<file path="src/rtl/therm_n1_load_store_unit.sv">
// ThermN1 load/store unit: one aligned, byte-enabled memory access per request,
// with load lane extraction and sign/zero extension. Misaligned or illegal ops never touch memory.
module therm_n1_load_store_unit #(
    parameter int XLEN           = 64,
    parameter int ADDR_WIDTH     = 64,
    parameter int RD_WIDTH       = 5,
    parameter int ALLOW_MISALIGN = 0
) (
    input  logic                  clock,
    input  logic                  reset,
    input  logic                  req_valid,
    output logic                  req_ready,
    input  logic                  req_is_store,
    input  logic [2:0]            req_funct3,
    input  logic [ADDR_WIDTH-1:0] req_base,
    input  logic [ADDR_WIDTH-1:0] req_offset,
    input  logic [XLEN-1:0]       req_store_data,
    input  logic [RD_WIDTH-1:0]   req_rd,
    output logic [ADDR_WIDTH-1:0] mem_address,
    output logic                  mem_chip_enable,
    output logic                  mem_write_enable,
    output logic [XLEN/8-1:0]     mem_byte_enable,
    output logic [XLEN-1:0]       mem_data_store,
    input  logic [XLEN-1:0]       mem_data_load,
    input  logic                  mem_ready,
    output logic                  resp_valid,
    input  logic                  resp_ready,
    output logic [RD_WIDTH-1:0]   resp_rd,
    output logic [XLEN-1:0]       resp_data,
    output logic                  resp_error
);
    localparam int BW   = XLEN / 8;
    localparam int OFFW = $clog2(BW);

    typedef enum logic [1:0] {IDLE, ACCESS, RESPOND} state_t;

    typedef struct packed {
        logic                is_store;
        logic                zext;
        logic [1:0]          size;
        logic [OFFW-1:0]     off;
        logic [RD_WIDTH-1:0] rd;
    } op_t;

    state_t          state, state_next;
    op_t             op_q;
    logic [XLEN-1:0] raw_q;

    logic                  accept;
    logic [ADDR_WIDTH-1:0] ea;
    logic [1:0]            size;
    logic [OFFW-1:0]       off;
    logic                  misalign;
    logic                  illegal;
    logic                  reject;
    logic [BW:0]           lane_span;

    function automatic logic [XLEN-1:0] extend(input logic [XLEN-1:0] raw,
                                               input logic [1:0] sz, input logic zx);
        case (sz)
            2'b00:   return zx ? XLEN'(raw[7:0])  : XLEN'($signed(raw[7:0]));
            2'b01:   return zx ? XLEN'(raw[15:0]) : XLEN'($signed(raw[15:0]));
            2'b10:   return zx ? XLEN'(raw[31:0]) : XLEN'($signed(raw[31:0]));
            default: return raw;
        endcase
    endfunction

    always_comb begin
        accept = req_valid && req_ready;
        ea     = req_base + req_offset;
        size   = req_funct3[1:0];
        off    = ea[OFFW-1:0];
        case (size)
            2'b00:   misalign = 1'b0;
            2'b01:   misalign = ea[0];
            2'b10:   misalign = |ea[1:0];
            default: misalign = |ea[2:0];
        endcase
        // Zero-extension is meaningless for full-width loads and for any store.
        illegal = (size == 2'b11 && XLEN == 32) ||
                  (req_funct3[2] && (req_is_store || size == 2'b11 ||
                                     (size == 2'b10 && XLEN == 32)));
        reject    = misalign || illegal;
        lane_span = ((BW+1)'(1) << (4'd1 << size)) - (BW+1)'(1);
    end

    always_ff @(posedge clock) begin
        if (reset) state <= IDLE;
        else       state <= state_next;
    end

    always_comb begin
        state_next = state;
        req_ready  = (state == IDLE) && !reset;
        case (state)
            IDLE:    if (accept) state_next = reject ? RESPOND : ACCESS;
            ACCESS:  if (mem_ready) state_next = RESPOND;
            RESPOND: if (resp_valid && resp_ready) state_next = IDLE;
            default: state_next = IDLE;
        endcase
    end

    always_ff @(posedge clock) begin
        if (reset) begin
            op_q             <= '0;
            raw_q            <= '0;
            mem_address      <= '0;
            mem_chip_enable  <= 1'b0;
            mem_write_enable <= 1'b0;
            mem_byte_enable  <= '0;
            mem_data_store   <= '0;
            resp_valid       <= 1'b0;
            resp_rd          <= '0;
            resp_data        <= '0;
            resp_error       <= 1'b0;
        end else begin
            case (state)
                IDLE: if (accept) begin
                    op_q       <= '{is_store: req_is_store, zext: req_funct3[2],
                                    size: size, off: off, rd: req_rd};
                    raw_q      <= '0;
                    resp_error <= reject;
                    if (!reject) begin
                        mem_chip_enable  <= 1'b1;
                        mem_write_enable <= req_is_store;
                        mem_address      <= {ea[ADDR_WIDTH-1:OFFW], {OFFW{1'b0}}};
                        mem_byte_enable  <= lane_span[BW-1:0] << off;
                        mem_data_store   <= req_store_data << {off, 3'b000};
                    end
                end
                ACCESS: if (mem_ready) begin
                    raw_q            <= mem_data_load >> {op_q.off, 3'b000};
                    mem_chip_enable  <= 1'b0;
                    mem_write_enable <= 1'b0;
                    mem_byte_enable  <= '0;
                end
                RESPOND: begin
                    // First RESPOND cycle forms the result; it is then held until accepted.
                    if (!resp_valid) begin
                        resp_valid <= 1'b1;
                        resp_rd    <= op_q.is_store ? '0 : op_q.rd;
                        resp_data  <= (resp_error || op_q.is_store) ? '0
                                      : extend(raw_q, op_q.size, op_q.zext);
                    end else if (resp_ready) begin
                        resp_valid <= 1'b0;
                        resp_rd    <= '0;
                        resp_data  <= '0;
                        resp_error <= 1'b0;
                    end
                end
                default: ;
            endcase
        end
    end
endmodule
</file>
<file path="config.mk">
export PLATFORM = sky130hd
export DESIGN_NAME = therm_n1_load_store_unit
export DESIGN_NICKNAME = d
export VERILOG_FILES = /design/src/rtl/therm_n1_load_store_unit.sv
export SDC_FILE = /design/constraint.sdc
export NUM_CORES = 1
export LEC_CHECK = 0
export CORE_UTILIZATION = 44
export CTS_CLUSTER_DIAMETER = 100
export CTS_CLUSTER_SIZE = 24
export DETAILED_ROUTE_END_ITERATION = 16
export PLACE_DENSITY = 0.78
export SLEW_MARGIN = 10
export SYNTH_ARGS = -nofsm -noshare
export SYNTH_HDL_FRONTEND = slang
export SYNTH_SLANG_ARGS = --single-unit
</file>
<file path="constraint.sdc">
create_clock -name clock -period 3.7 [get_ports clock]
set_clock_uncertainty 0.15 [all_clocks]
set_input_delay 0.925 -clock clock [delete_from_list [all_inputs] [get_ports clock]]
set_output_delay 0.925 -clock clock [all_outputs]
set_load 0.03 [all_outputs]
</file>
==> metrics.txt <==
syn avg cell area=around 7.7 µm²; first-pass GRT wire length=between 100 and 150 mm; Yosys top cell by area=dfxtp_1; Clock Tree Buf Depth=3; Async SR Flop Fraction=0%; top cells by area, synth=dfxtp_1 (34%), a21oi_1 (9.2%), nand2_1 (6.1%), nor2_1 (5.3%), ha_1 (4.8%); max-cap viol count=0; Buf/Inv on CP=1; Worst R2R Setup Slack=0.99 ns; sequential area share after synthesis=between 30 and 40%; WL/cell=20.58 µm; Sequential Area=around 5700 µm²; core region area=approximately 38000 µm²; final hold vios=0; Setup violations, final=0; Fin Hold WS=just over 0.3 ns; Chip Height=198.4 µm; Final Non-Filler Cells=3279; area of the multi-input gates=roughly 11000 µm²; Compound-Gate Fraction of Synth Area=roughly a quarter; Layout Nets=between 3000 and 4000; Worst-Margin Slew=1.174 ns; gr usage total=approximately a third; total chip power=8.304 mW; DP Worst Slack=-0.6352 ns; Sw Ratio=about 34%; post-layout min period=3.624 ns; CTS H-tree lvls=1; Reg power frac=about two fifths; RSZ-0062 raised after global routing=true; CP delay by family, top=compound AO/OA/AOI/OAI gates; top cell type's share of synthesized area=approximately a third; CP peak stage delay=between 0.4 and 0.5 ns; Vias/cell=5.758; IO Pins=480; WL met2=around 32 mm; largest family of logic cells by synthesized area=compound AO/OA/AOI/OAI gates; P_int=~5.5 mW; First DRT Iteration DRCs=approximately 1400; crit-path max FO=3; Clock Power Share=between 20% and 30%; vias in the first global route=18350; fin worst setup slack=around 0.076 ns; Ys Warns=0; critical path class=input port to flip-flop; Clk pin slew, worst setup/hold paths=about 0.1 ns; Slew Viols, Final=0; initial antenna violation count=5; Crit path top cell by count=a21o_1; total grt overflow=0; CTS tree=built; Remaining DRCs=0; Post-Synth Simple-Gate Area=about a fifth; placed instance count=about 3200; pin count of the biggest net entering global routing=85; GPL Wtd Cong=roughly 1.1; Sw Pwr=2.848 mW; filler cell count=roughly 3300; # clock sinks=roughly 280; pwr dens=approximately 340 nW/µm²; highest metal layer with signal wires=met5; Hold WC Path Type=flip-flop to flip-flop; status=complete, no violations; #FFs+latches synth=284; I/O Buffers=about 480; CP Depth=12; Post-Synth Adder-Cell Area=4.911%; CP cell instances=clkdlybuf4s50_1 > ha_1 > a21o_1 > a21o_1 > a221oi_2 > o21ai_1 > a221o_1 > a21o_1 > a211o_1 > o41a_1 > nor4b_2 > a211o_1; Setup crit end=mem_address[56]; Final Cycle Share=a little over nine tenths; CP Launch Point=req_offset[37]; Arrival @ worst endpoint=just under 4 ns; Cells after Synth=~2200; Critical Path RT=approximately 4 ns; Leak=about 9 nW; die area=slightly below 40000 µm²; Post-synth EDFFs=0; antenna-violating nets left=0; Worst R2R Start=op_q[5]; drt total wl=between 60 and 70 mm; share of cells above drive strength 1=~14%; multiplexer share of the synthesized area=8.443%; metal3 WL=between 5 and 6 mm; via count=18880; clk_lat worst skew=between 0.5 and 0.6 ns; post-DP HPWL=51.93 mm; drt first pass iters=6; Crit-path slowest cell=clkdlybuf4s50_1; row cnt=71; DRT met1 WL=~26 mm; xor/xnor cell area share of the yosys netlist=2.684%; Die Wd=198.4 µm; CTS hold repair buffers=0; initial core utilization=roughly 45%; clock root buffer=clkbuf_16; Slew HR=a little over a fifth; reg2reg path depth=7; Worst Setup End Kind=flip-flop; Setup crit start kind=input port; f_max=approximately 0.28 GHz; FF-to-FF End=raw_q[14]; Synth Cell Area=16970 µm²; Yosys cell types=just under 80; area grow syn2layout=44.48%; Logic pwr share=roughly 36%; Max IR drop VDD=around 0.26 mV; number of buffers created by CTS=16; post-layout util=around 65%; Post-synth top flop=dfxtp_1
[cells in the mapped netlist (13+ instances only)]
| master | number |
|---|---|
| a22oi_1 | 42 |
| nand2_1 | 278 |
| a311oi_1 | 18 |
| a21oi_1 | 311 |
| a31oi_1 | 13 |
| nand4_1 | 19 |
| inv_1 | 19 |
| clkbuf_1 | 161 |
| mux4_2 | 24 |
| nor2_1 | 238 |
| nand3b_1 | 23 |
| dfxtp_1 | 284 |
| xnor2_1 | 28 |
| nor2b_1 | 31 |
| nand3_1 | 58 |
| o21ai_0 | 126 |
| a21o_1 | 43 |
| nor3_1 | 69 |
| a211oi_1 | 56 |
| mux2i_1 | 61 |
| ha_1 | 65 |
| xor2_1 | 24 |
| mux2_2 | 25 |
[per-stage QoR]
stage,setup TNS [ns],cell area [µm²]
after CTS,0,24360
after detailed placement,-38.35,23820
after global routing,-0.06521,24510
after global placement,-35.91,23820
final,0,24510
after floorplan,0,16980
[worst reg2reg max path: cells and delay by family (launching register included)]
kind | cells | cell delay [ns]
AND/OR/NAND/NOR | 4 | 1.02
flip-flops | 1 | 0.90
AO/OA/AOI/OAI | 3 | 0.55
[cell families after synthesis]
| family | Yosys count |
|---|---|
| AND/OR/NAND/NOR | 756 |
| AO/OA/AOI/OAI | 716 |
| flip-flops | 284 |
| buffers and inverters | 207 |
| multiplexers | 110 |
| adder cells (fa/ha/maj) | 66 |
| XOR/XNOR | 52 |
| other | 1 |
[how the worst min path moves through the flow]
stage                     startpoint         to  slack (ns)  cells past startpoint
after floorplan            raw_q[56]  raw_q[56]        0.28                      2
after global placement     raw_q[46]  raw_q[46]        0.29                      2
after detailed placement   raw_q[33]  raw_q[33]        0.29                      2
after CTS                  raw_q[33]  raw_q[33]        0.30                      2
after global routing       raw_q[37]  raw_q[37]        0.32                      2
final                      raw_q[37]  raw_q[37]        0.31                      2
[repair_timing]
action	4_1_cts	5_1_grt
pin swaps	5	16
resized for setup	6	23
setup buffers	3	2
endpoints found under the setup margin	2	18
[metal layers]
layer  up-vias  track usage, %
met4         4           15.42
met2       851           56.78
met3       157           7.138
met5         -               0
met1      8871           39.29
li1       8999               -
[registers in the layout (all words and copies together) (netlist names)]
signal,flops
mem_byte_enable,8
mem_write_enable,1
mem_chip_enable,1
resp_error,1
resp_rd,5
resp_valid,1
resp_data,64
state,2
raw_q,64
mem_data_store,64
mem_address,61
op_q,12
[cells in the final DEF (no fill, tap or decap), drive strengths merged, types with 57 or more instances in the layout]
cell type,instances
mux2i,61
ha,65
clkdlybuf4s50,471
nand3,58
dfxtp,284
nand2,278
a21oi,313
nor3,69
nor2,238
buf,260
o21ai,138
a211oi,57
[area by class of cell]
| cell class | count | area share [%] |
|---|---|---|
| multi-input combinational | 1703 | 43.67 |
| timing repair buffer | 735 | 28.14 |
| sequential | 284 | 23.21 |
| tap | 511 | 2.608 |
| clock buffer | 19 | 1.807 |
| inverter | 19 | 0.2909 |
| clock inverter | 4 | 0.2348 |
| antenna | 4 | 0.04083 |
[power by group through the flow]
stage / registers (mW) / clock network, mW / logic (mW)
4_1_cts: 3.28 / 2.09 / 2.92
2_1_floorplan: 3.40 / 0 / 1.51
6_report: 3.28 / 2.04 / 2.98
3_5_place_dp: 3.34 / 0 / 2.89
5_1_grt: 3.29 / 2.18 / 3.18
3_3_place_gp: 3.34 / 0 / 2.87
No activity file was read; power rests on OpenSTA's default activity.
